**src/rtl/seq_word_serializer_pkg.sv**
```systemverilog
// ============================================================================
// Module   : seq_word_serializer_pkg
// Brief    : Shared state encoding and default sizes for the word serializer.
// Revision : 1.0
// ============================================================================
`default_nettype none

package seq_word_serializer_pkg;

    localparam int c_default_width = 7;
    localparam int c_default_depth = 2;
    localparam int c_idx_w         = 3;
    localparam int c_count_w       = 4;

    typedef logic [0:0] ser_state_t;

    localparam ser_state_t c_st_idle  = 1'b0;
    localparam ser_state_t c_st_shift = 1'b1;

endpackage

`default_nettype wire

```
**src/rtl/seq_word_serializer_word_fifo.sv**
```systemverilog
// ============================================================================
// Module   : word_fifo
// Brief    : Small word buffer with wrap-around pointers and registered ready.
// Revision : 1.0
// ============================================================================
`default_nettype none

module word_fifo
    import seq_word_serializer_pkg::*;
#(
    parameter int WIDTH = c_default_width,
    parameter int DEPTH = c_default_depth
) (
    input  logic                 clk,
    input  logic                 reset,
    input  logic                 push,
    input  logic [WIDTH-1:0]     push_data,
    input  logic                 pop,
    output logic [WIDTH-1:0]     pop_data,
    output logic [c_count_w-1:0] count,
    output logic                 can_push
);

    localparam int                   c_ptr_w = $clog2(DEPTH);
    localparam logic [c_count_w-1:0] c_depth = c_count_w'(DEPTH);

    logic [WIDTH-1:0]     r_mem [DEPTH];
    logic [c_ptr_w-1:0]   r_wr_ptr;
    logic [c_ptr_w-1:0]   r_rd_ptr;
    logic [c_count_w-1:0] r_count;
    logic [c_count_w-1:0] w_count_next;
    logic                 r_can_push;
    logic                 w_push_ok;
    logic                 w_pop_ok;

    always_comb begin
        w_push_ok    = push && r_can_push && !reset;
        w_pop_ok     = pop && (r_count != '0);
        w_count_next = r_count;
        case ({w_push_ok, w_pop_ok})
            2'b10:   w_count_next = r_count + c_count_w'(1);
            2'b01:   w_count_next = r_count - c_count_w'(1);
            default: w_count_next = r_count;
        endcase
    end

    // Storage is not reset; contents are only ever read behind a valid count.
    always_ff @(posedge clk) begin
        if (w_push_ok) begin
            r_mem[r_wr_ptr] <= push_data;
        end
    end

    always_ff @(posedge clk) begin
        if (reset) begin
            r_wr_ptr   <= '0;
            r_rd_ptr   <= '0;
            r_count    <= '0;
            r_can_push <= 1'b1;
        end else begin
            if (w_push_ok) begin
                r_wr_ptr <= r_wr_ptr + c_ptr_w'(1);
            end
            if (w_pop_ok) begin
                r_rd_ptr <= r_rd_ptr + c_ptr_w'(1);
            end
            r_count    <= w_count_next;
            // Ready tracks the updated occupancy, so a pop frees space one cycle later.
            r_can_push <= (w_count_next < c_depth);
        end
    end

    assign pop_data = r_mem[r_rd_ptr];
    assign count    = r_count;
    assign can_push = r_can_push;

endmodule

`default_nettype wire

```
**src/rtl/seq_word_serializer.sv**
```systemverilog
// ============================================================================
// Module   : seq_word_serializer
// Brief    : Buffers parallel words and shifts them out MSB first, one bit/clk.
// Revision : 1.0
// ============================================================================
`default_nettype none

module seq_word_serializer
    import seq_word_serializer_pkg::*;
#(
    parameter int WIDTH = c_default_width,
    parameter int DEPTH = c_default_depth
) (
    input  logic                 clk,
    input  logic                 reset,
    input  logic [WIDTH-1:0]     in_word,
    input  logic                 in_valid,
    output logic                 in_ready,
    output logic                 bit_out,
    output logic                 bit_valid,
    output logic [c_idx_w-1:0]   bit_idx,
    output logic                 word_start,
    output logic                 word_last,
    output logic [c_count_w-1:0] count
);

    localparam logic [c_idx_w-1:0] c_idx_prelast = c_idx_w'(WIDTH - 2);

    ser_state_t           r_state;
    ser_state_t           w_state_next;
    logic                 w_load;
    logic                 w_bit_valid;
    logic                 w_buf_nonempty;
    logic [WIDTH-1:0]     w_head;
    logic [WIDTH-1:0]     r_shift;
    logic                 r_bit_out;
    logic [c_idx_w-1:0]   r_bit_idx;
    logic                 r_word_start;
    logic                 r_word_last;
    logic [c_count_w-1:0] w_count;
    logic                 w_in_ready;

    word_fifo #(
        .WIDTH (WIDTH),
        .DEPTH (DEPTH)
    ) u_word_fifo (
        .clk       (clk),
        .reset     (reset),
        .push      (in_valid),
        .push_data (in_word),
        .pop       (w_load),
        .pop_data  (w_head),
        .count     (w_count),
        .can_push  (w_in_ready)
    );

    assign w_buf_nonempty = (w_count != '0);

    always_ff @(posedge clk) begin
        if (reset) begin
            r_state <= c_st_idle;
        end else begin
            r_state <= w_state_next;
        end
    end

    always_comb begin
        w_state_next = r_state;
        case (r_state)
            c_st_idle: begin
                if (w_buf_nonempty) begin
                    w_state_next = c_st_shift;
                end
            end
            c_st_shift: begin
                if (r_word_last && !w_buf_nonempty) begin
                    w_state_next = c_st_idle;
                end
            end
            default: w_state_next = c_st_idle;
        endcase
    end

    // A buffered word is taken either from idle or right behind the last bit.
    always_comb begin
        w_bit_valid = (r_state == c_st_shift);
        w_load      = 1'b0;
        if (w_buf_nonempty) begin
            w_load = (r_state == c_st_idle) || ((r_state == c_st_shift) && r_word_last);
        end
    end

    always_ff @(posedge clk) begin
        if (reset) begin
            r_shift      <= '0;
            r_bit_out    <= 1'b0;
            r_bit_idx    <= '0;
            r_word_start <= 1'b0;
            r_word_last  <= 1'b0;
        end else if (w_load) begin
            r_shift      <= {w_head[WIDTH-2:0], 1'b0};
            r_bit_out    <= w_head[WIDTH-1];
            r_bit_idx    <= '0;
            r_word_start <= 1'b1;
            r_word_last  <= 1'b0;
        end else if ((r_state == c_st_shift) && !r_word_last) begin
            r_shift      <= {r_shift[WIDTH-2:0], 1'b0};
            r_bit_out    <= r_shift[WIDTH-1];
            r_bit_idx    <= r_bit_idx + c_idx_w'(1);
            r_word_start <= 1'b0;
            r_word_last  <= (r_bit_idx == c_idx_prelast);
        end else if (r_state == c_st_shift) begin
            // Last bit with nothing queued: park the outputs while idle.
            r_shift      <= '0;
            r_bit_out    <= 1'b0;
            r_bit_idx    <= '0;
            r_word_start <= 1'b0;
            r_word_last  <= 1'b0;
        end
    end

    assign in_ready   = w_in_ready;
    assign count      = w_count;
    assign bit_valid  = w_bit_valid;
    assign bit_out    = r_bit_out;
    assign bit_idx    = r_bit_idx;
    assign word_start = r_word_start;
    assign word_last  = r_word_last;

endmodule

`default_nettype wire

```
**config.mk**
```make
export PLATFORM = sky130hd
export DESIGN_NAME = seq_word_serializer
export DESIGN_NICKNAME = d
export VERILOG_FILES = /design/src/rtl/seq_word_serializer_pkg.sv /design/src/rtl/seq_word_serializer_word_fifo.sv /design/src/rtl/seq_word_serializer.sv
export SDC_FILE = /design/constraint.sdc
export NUM_CORES = 1
export LEC_CHECK = 0
export BUFFER_PORTS_ARGS = -buffer_cell sky130_fd_sc_hd__buf_4
export CAP_MARGIN = 5
export CORE_MARGIN = 2
export CORE_UTILIZATION = 45
export CTS_CLUSTER_DIAMETER = 200
export DETAILED_ROUTE_END_ITERATION = 7
export GPL_TIMING_DRIVEN = 0
export PLACE_DENSITY = 0.62
export SETUP_SLACK_MARGIN = 0.2
export SLEW_MARGIN = 20
export SYNTH_ARGS = -nofsm -noshare
export SYNTH_HDL_FRONTEND = slang
export SYNTH_SLANG_ARGS = --single-unit
```
**constraint.sdc**
```tcl
create_clock -name clk -period 3 [get_ports clk]
set_input_delay 0.6 -clock clk [delete_from_list [all_inputs] [get_ports clk]]
set_output_delay 0.6 -clock clk [all_outputs]
set_load 0.1 [all_outputs]
```
==> summary.md, run 1 <==
| Metric | Value |
|---|---|
| Status | complete, no violations |
| Top_reg_cell synth | dfxtp_1 |
| CTS root buf | clkbuf_4 |
| Post-CTS resize count | 0 |
| Max Fclk | 392 MHz |
| Commonest non-fill, non-tap cells in the layout | buf_4 (21), nor2_1 (18), dfxtp_1 (15) |
| First-iteration detailed-routing DRC count | 45 |
| Synthesized instance count | 130 |
| Cts bufs inserted | 5 |
| CP Launch Type | register |
| Worst EP arrival | 2.84 ns |
| Starting Density | 0.480 |
| Worst min path class | in2reg |
| Drt pass-1 iters | 4 |
| Synthesized area | 1480 um2 |
| Final setup vio count | 0 |
| Worst hold path startpoint | in_word[0] |
| Setup TNS | 0 ns |
| Post-DP HPWL | 1800 um |
| Largest net degree at the start of global routing | 12 |
| Routed wire length | 2480 um |
| Period utilization | 0.849 |
| H-tree levels | 2 |
| Syn_nets | 145 |
| EDFF count, synth | 14 |
| Antenna-violating nets left | 0 |
| Clock transition at path regs | 0.11 ns |
| Drc violations | 0 |
| Clk sinks | 35 |
| Synth cell types | 33 |
| Via/cell ratio | 5.03 |
| Skew final | 0.0105 ns |
| Vias | 1022 |
| Most frequent standard cell in the layout excluding fill and tap cells | buf_4 |
| Later-pin clock latency in the skew report | 0.34 ns |
| Area growth, synth to finish | 21.5% |
| CP Class | reg2reg |
| Max Slew Vio Count | 0 |
| Die Width | 61.3 um |
| Maxcap violations | 0 |
| Die height | 61.3 um |
| GPL Wtd Cong | 0.750 |
| Fraction of layout cells with a size suffix above 1 | 0.308 |
| WL/cell | 12.2 um |
| Hold Fails Final Rpt | 0 |
| Antenna violations before repair | 0 |
| Post-CTS Setup Repair Bufs | 0 |
| Core Footprint | 3080 um2 |
| Fin cells | 203 |
| Tmin final | 2.55 ns |
| Worst setup EP type | register |
| # IOs | 22 |
| Cts hold-fix bufs | 0 |
| IO Port Bufs | 21 |
| Worst EP required | 3.29 ns |
| Vias in the first global route | 985 |
| FF+latch count, synth | 35 |
| Critical path origin | u_word_fifo.count[1]$_SDFF_PP0_ |
| Clock tree buffer depth | 2 |
| Slew of the pin with the lowest slew margin | 0.642 ns |
| Share of the yosys chip area belonging to registers | 0.569 |
| Yosys warnings | 0 |
| Unrepaired setup endpoints after global routing | false |
| ANT cells | 0 |
| Total track usage | 0.164 |
| Global route overflow | 0 |
| Post-layout nets | 173 |
| Die area | 3760 um2 |
| Num rows | 20 |
| Inst Count DP | 195 |
| Worst rel slew slack | 0.571 |
| Worst-path maximum fanout | 11 |
| Ys async rst share | 0 |
| First-pass GRT wire length | 4240 um |
| Synthesized area per cell | 11.4 um2 |
| FF-to-FF Start | u_word_fifo.count[1]$_SDFF_PP0_ |
| CTS tree | done |
area by class of cell:
class / instances / area [um2]
clock buffer: 6 / 51.3
timing repair buffer: 21 / 158
clock inverter: 2 / 35.0
multi-input combinational: 86 / 606
tap: 44 / 55.1
fill: 288 / 1280
buffer: 6 / 31.3
inverter: 3 / 11.3
sequential: 35 / 848
per-layer routing:
layer	GRT usage	vias up	routed length (um)
met4	0.0776	0	49
met5	0	-	0
met2	0.251	22	1200
met3	0.0693	6	138
met1	0.200	470	1090
li1	-	524	-
metrics by stage:
stage / utilization / cell area [um2] / setup slack, ns / hold WS (ns)
floorplan: - / 1490 / 0.347 / 0.432
global placement: 0.552 / 1700 / 0.380 / 0.437
finish: 0.583 / 1800 / 0.452 / 0.440
global route: 0.583 / 1800 / 0.256 / 0.398
detailed placement: 0.552 / 1700 / 0.346 / 0.452
CTS: 0.580 / 1780 / 0.294 / 0.421
logic make-up (layout without fill, tap and decap cells):
kind of cell             count (synthesis)  count (layout)  share of synthesized area
AND/OR/NAND/NOR                         41              41                      0.152
flip-flops                              35              35                      0.569
AO/OA/AOI/OAI                           26              26                      0.111
multiplexers                             9               9                     0.0669
buffers and inverters                    9              38                     0.0288
adder cells (fa/ha/maj)                  5               5                     0.0423
XOR/XNOR                                 5               5                     0.0296
registers in the layout, summed over array words and instances, names as in the netlist, named ones only:
name / cells
bit_idx: 3
bit_out: 1
bit_valid: 1
r_shift: 6
u_word_fifo.can_push: 1
u_word_fifo.count: 4
u_word_fifo.r_mem: 14
u_word_fifo.r_rd_ptr: 1
u_word_fifo.r_wr_ptr: 1
word_last: 1
word_start: 1
path summary, 6_finish.rpt:
path,endpoint,slack [ns],cells past startpoint
setup / recovery,u_word_fifo.can_push$_SDFF_PP1_,0.45,8
hold / removal,u_word_fifo.r_mem[1][0]$_DFFE_PP_,0.44,1
setup reg to reg,u_word_fifo.can_push$_SDFF_PP1_,0.45,8
hold reg to reg,r_shift[6]$_SDFFE_PP0P_,0.46,2
synthesized netlist by cell type (2+ instances only):
master	count	share of area
a21oi_1	12	0.041
nor4_1	2	0.0085
inv_1	3	0.0076
nand2_1	6	0.015
a22oi_1	7	0.036
edfxtp_1	14	0.28
nor2_1	18	0.046
xor2_1	3	0.018
dfxtp_1	21	0.28
nor2b_1	2	0.0085
ha_1	5	0.042
nor3b_1	2	0.010
mux2i_1	2	0.014
nand3b_1	2	0.010
o21a_1	2	0.010
xnor2_1	2	0.012
mux2_2	7	0.053
clkbuf_1	3	0.0076
nand2b_1	2	0.0085
o21ai_0	2	0.0068
worst max-delay path, cell delays in order, from the launching register on:
cell	delay, ns
dfxtp_2	0.34
buf_6	0.13
nor4_2	0.40
nor2_4	0.14
ha_1	0.31
clkbuf_1	0.20
or3_1	0.41
a311oi_1	0.38
a31o_1	0.20
Power of run 1 is not shown: default switching activity piles up to over one toggle a cycle in this logic, so the estimate is an artifact.
==> run 2, diff against run 1 <==
- clock period: 3 -> 2.4 ns (I/O delays scaled with it)
==> run 2 against run 1 <==
- sequential share of layout area decreased by 1.4 points
- cell area increased by 5.3%
- highest routed layer unchanged
- global-route usage grew 1.5 points
- critical endpoint unchanged
- routed wire length grew 14%
- worst hold slack got worse by 0.12 ns
- maximum frequency increased by 19%
- cell count increased by 2.5%
- first-iteration DRC count is 27% higher
==> summary.md, run 2 (synthesis results as in run 1) <==
| Metric | Value |
|---|---|
| Status | complete, no violations |
| Tmin final | 2.14 ns (-0.408 ns) |
| GPL Wtd Cong | 0.730 (-2.8%) |
| Antenna violations before repair | 0 (unchanged) |
| Largest net degree at the start of global routing | 12 (unchanged) |
| Maxcap violations | 0 (unchanged) |
| CTS root buf | clkbuf_4 |
| Max Slew Vio Count | 0 (unchanged) |
| Worst-path maximum fanout | 8 (-3) |
| IO Port Bufs | 21 (unchanged) |
| First-iteration detailed-routing DRC count | 57 (+27%) |
| Max Fclk | 467 MHz (+19%) |
| Max reg flops | 14 (unchanged) |
| Period utilization | 0.892 (+0.0424) |
| WL/cell | 13.6 um (+11%) |
| Hold Fails Final Rpt | 0 (unchanged) |
| Fin cells | 208 (+2.5%) |
| Layout Utilization | 0.614 (+0.0309) |
| Final setup vio count | 0 (unchanged) |
| Post-layout nets | 178 (+2.9%) |
| Worst EP required | 2.68 ns (-0.61 ns) |
| Later-pin clock latency in the skew report | 0.33 ns (about the same) |
| Clock transition at path regs | 0.10 ns (about the same) |
| CP Class | reg2reg |
| Vias in the first global route | 1050 (+6.6%) |
| First-pass GRT wire length | 4740 um (+12%) |
| Worst min path class | in2reg |
| Clk sinks | 35 (unchanged) |
| CP Launch Type | register |
| Num rows | 20 (unchanged) |
| Most frequent standard cell in the layout excluding fill and tap cells | buf_4 |
| Clock tree buffer depth | 2 (unchanged) |
| Inst Count DP | 195 (unchanged) |
| Register name with the most flops | u_word_fifo.r_mem |
| Routed wire length | 2820 um (+14%) |
| Commonest non-fill, non-tap cells in the layout | buf_4 (27), nor2_1 (18), dfxtp_1 (14), edfxtp_1 (14), a21oi_1 (11) |
| Critical path origin | bit_valid$_SDFF_PP0_ |
| Global route overflow | 0 (unchanged) |
| # IOs | 22 (unchanged) |
| Die area | 3760 um2 (unchanged) |
| Skew final | 0.00523 ns (-0.00524 ns) |
| Worst rel slew slack | 0.594 (+0.0231) |
| Vias | 1071 (+4.8%) |
| Die Width | 61.3 um (unchanged) |
| Grt met2 use | 0.312 (+0.0608) |
| Unrepaired setup endpoints after global routing | true |
| Total track usage | 0.178 (+0.0145) |
| H-tree levels | 2 (unchanged) |
| Grt peak-use layer | met2 |
| Area growth, synth to finish | 27.9% |
| Antenna-violating nets left | 0 (unchanged) |
| Post-DP HPWL | 2060 um (+14%) |
| Starting Density | 0.480 (unchanged) |
| Worst hold path startpoint | in_word[1] |
| Fraction of layout cells with a size suffix above 1 | 0.366 (+0.0577) |
| Via/cell ratio | 5.15 (+2.3%) |
| Cts hold-fix bufs | 0 (unchanged) |
| Worst EP arrival | 2.42 ns (-0.42 ns) |
| Worst setup EP type | register |
| FF-to-FF Start | bit_valid$_SDFF_PP0_ |
| Met3 Usage GRT | 0.0567 (-0.0126) |
| CTS tree | done |
| Grt met1 use | 0.208 (+0.00804) |
| Cts bufs inserted | 5 (unchanged) |
| Die height | 61.3 um (unchanged) |
| Slew of the pin with the lowest slew margin | 0.607 ns (-0.0345 ns) |
| Core Footprint | 3080 um2 (unchanged) |
| ANT cells | 0 (unchanged) |
| Drt pass-1 iters | 4 (unchanged) |
| Drc violations | 0 (unchanged) |
## run 2: cell type report
class	instances	area, um2
Tap cell	44	55.1
Multi-Input combinational cell	86	656
Inverter	3	11.3
Fill cell	276	1190
Timing Repair Buffer	26	195
Clock inverter	2	11.3
Clock buffer	6	51.3
Sequential cell	35	867
Buffer	6	43.8
## run 2: routing by layer
metal / wire [um] / up-vias
li1: - / 531
met1: 1190 / 509
met2: 1470 / 25
met3: 131 / 6
met4: 31 / 0
met5: 0 / -
## run 2: timing repair
action	CTS	global route
gates resized for setup	0	1
pin swaps	1	2
buffers inserted	2	3
setup endpoints to repair	3	3
## run 2: path summary, 6_finish.rpt
check,end,slack (ns),cells after the start
worst max-delay path,u_word_fifo.can_push$_SDFF_PP1_,0.26,8
worst min register to register,r_shift[5]$_SDFFE_PP0P_,0.46,2
worst max register to register,u_word_fifo.can_push$_SDFF_PP1_,0.26,8
worst min-delay path,u_word_fifo.r_mem[0][1]$_DFFE_PP_,0.32,1
## run 2: worst max-delay path, stage by stage (launching register included)
cell and delay, ns:
dfxtp_4 0.39, nor2b_1 0.13, buf_4 0.15, nor2_4 0.19, ha_4 0.23, clkbuf_8 0.15, or3_1 0.32, a311oi_2 0.34
a31o_1 0.19
## run 2: through the flow
step / setup TNS [ns] / setup WS, ns / cell area (um2) / hold slack (ns)
after floorplan: 0 / 0.181 / 1570 / 0.432
after global routing: 0 / 0.170 / 1890 / 0.303
after global placement: 0 / 0.0477 / 1790 / 0.440
after CTS: 0 / 0.226 / 1860 / 0.304
final: 0 / 0.260 / 1890 / 0.324
after detailed placement: -0.0352 / -0.0352 / 1790 / 0.453
Power of run 2 is left out for the same reason.
==> run 3, diff against run 2 <==
- SETUP_SLACK_MARGIN: 0.2 -> 0.5
- clock period: 2.4 -> 2.05 ns (I/O delays scaled with it)
==> run 3 against run 2 <==
- the flow now finishes with violations (setup timing)
- core utilization increased by 7.3 points
- cell area increased by 12%
- setup slack got worse by 0.29 ns
- maximum frequency increased by 2.7%
- sequential cell count unchanged
- routed wire length increased by 8.4%
- worst hold slack got worse by 0.074 ns
- via count increased by 5.9%
- critical path type unchanged
==> summary.md, run 3 (synthesis results as in run 1) <==
| Metric | Value |
|---|---|
| Clock tree buffer depth | 2 (unchanged) |
| Post-DP HPWL | 1920 um (-6.9%) |
| Max Fclk | 480 MHz (+2.7%) |
| Placed Instance Area | 1800 um2 (+0.63%) |
| Worst-path maximum fanout | 3 (-5) |
| Worst min path class | in2reg |
| Num rows | 20 (unchanged) |
| Fin Hold WS | 0.249 ns (-0.0743 ns) |
| Fill count | 231 (-16%) |
| First-pass GRT wire length | 4750 um (+0.15%) |
| CTS root buf | clkbuf_4 |
| Total track usage | 0.180 (+0.00184) |
| Final instance area | 2120 um2 (+12%) |
| Kind of cell adding the most delay to the critical path | simple AND/OR/NAND/NOR gates |
| Later-pin clock latency in the skew report | 0.34 ns (about the same) |
| Tmin final | 2.08 ns (-0.0566 ns) |
| Hold Fails Final Rpt | 0 (unchanged) |
| H-tree levels | 2 (unchanged) |
| Worst setup EP type | register |
| Largest net degree at the start of global routing | 12 (unchanged) |
| Die Width | 61.3 um (unchanged) |
| Worst rel slew slack | 0.574 (-0.0194) |
| Worst EP required | 2.32 ns (-0.36 ns) |
| Most frequent standard cell in the layout excluding fill and tap cells | buf_4 |
| Fraction of layout cells with a size suffix above 1 | 0.523 (+0.157) |
| Period utilization | 1.02 (+0.125) |
| Antenna violations before repair | 0 (unchanged) |
| Setup TNS | -0.0338 ns (-0.0338 ns) |
| Drt pass-1 iters | 5 (+1) |
| Status | complete, but fails checks |
| Drc violations | 0 (unchanged) |
| # IOs | 22 (unchanged) |
| Slew of the pin with the lowest slew margin | 0.636 ns (+0.0291 ns) |
| Failing checks | setup timing |
| Max reg flops | 14 (unchanged) |
| Core Footprint | 3080 um2 (unchanged) |
| Die area | 3760 um2 (unchanged) |
| Die height | 61.3 um (unchanged) |
| Skew final | 0.0131 ns (+0.00788 ns) |
| Cts hold-fix bufs | 0 (unchanged) |
| IO Port Bufs | 21 (unchanged) |
| CP most frequent cell | xor2_1 |
| CP Launch Type | register |
| First-iteration detailed-routing DRC count | 46 (-19%) |
| GPL Wtd Cong | 0.776 (+6.4%) |
| CP Class | reg2reg |
| Starting Density | 0.480 (unchanged) |
| Setup ws final | -0.0338 ns (-0.293 ns) |
| Max Slew Vio Count | 0 (unchanged) |
| Antenna-violating nets left | 0 (unchanged) |
| Clock transition at path regs | 0.11 ns (about the same) |
| Cts bufs inserted | 5 (unchanged) |
| Commonest non-fill, non-tap cells in the layout | buf_4 (30), nor2_1 (17), edfxtp_1 (14) |
| Register name with the most flops | u_word_fifo.r_mem |
| Vias in the first global route | 1099 (+4.7%) |
| Global route overflow | 0 (unchanged) |
| Inst Count DP | 195 (unchanged) |
| Fin cells | 218 (+4.8%) |
| Post-layout nets | 188 (+5.6%) |
| Maxcap violations | 0 (unchanged) |
| Vias | 1134 (+5.9%) |
| Routed wire length | 3060 um (+8.4%) |
| ANT cells | 0 (unchanged) |
| Clk sinks | 35 (unchanged) |
| Bufs and invs on worst path | 0 (-2) |
| Via/cell ratio | 5.20 (+1.0%) |
| Final setup vio count | 1 (+1) |
| Worst EP arrival | 2.35 ns (-0.07 ns) |
| Max stage delay on crit path | 0.36 ns (-0.03 ns) |
| Unrepaired setup endpoints after global routing | true |
| Area growth, synth to finish | 43.2% |
| WL/cell | 14.0 um (+3.4%) |
| Slowest stage cell, crit path | dfxtp_4 |
| Crit-path cells | nor4_4 > nor2_4 > ha_4 > xor2_1 > ha_2 > a21oi_2 > mux2i_1 > xor2_1 > a31o_1 |
| CTS tree | done |
-- run 3: what timing repair did --
item | CTS | global route
buffers inserted | 9 | 5
pin swaps | 10 | 15
cloned | 0 | 1
resized for setup | 12 | 21
setup endpoints to repair | 12 | 24
-- run 3: final timing paths --
check,startpoint,endpoint,slack (ns),cells past startpoint
worst min-delay path,in_word[0],u_word_fifo.r_mem[1][0]$_DFFE_PP_,0.25,1
worst min register to register,r_shift[3]$_SDFFE_PP0P_,r_shift[4]$_SDFFE_PP0P_,0.46,2
worst max-delay path,u_word_fifo.count[0]$_SDFFE_PP0N_,u_word_fifo.can_push$_SDFF_PP1_,-0.03,9
worst max register to register,u_word_fifo.count[0]$_SDFFE_PP0N_,u_word_fifo.can_push$_SDFF_PP1_,-0.03,9
-- run 3: stage by stage --
step	utilization	worst slack (ns)
finish	0.687	-0.0338
detailed placement	0.584	-0.224
floorplan	-	-0.168
global placement	0.584	-0.226
CTS	0.642	-0.0366
global route	0.687	-0.164
-- run 3: layout make-up --
type	count	area, um2	share of cell area
clock inverter	1	5.00	0.00237
buffer	6	48.8	0.0231
timing repair buffer	35	307	0.145
tap	44	55.1	0.0260
multi-input combinational	87	764	0.361
sequential	35	870	0.411
clock buffer	7	55.1	0.0260
inverter	3	11.3	0.00532
-- run 3: per-layer routing --
| metal | GRT usage | wire length, um | up-vias |
|---|---|---|---|
| met5 | 0 | 0 | - |
| met1 | 0.219 | 1380 | 546 |
| li1 | - | - | 556 |
| met2 | 0.280 | 1520 | 28 |
| met3 | 0.0756 | 127 | 4 |
| met4 | 0.0807 | 31 | 0 |
Power of run 3 is left out for the same reason.
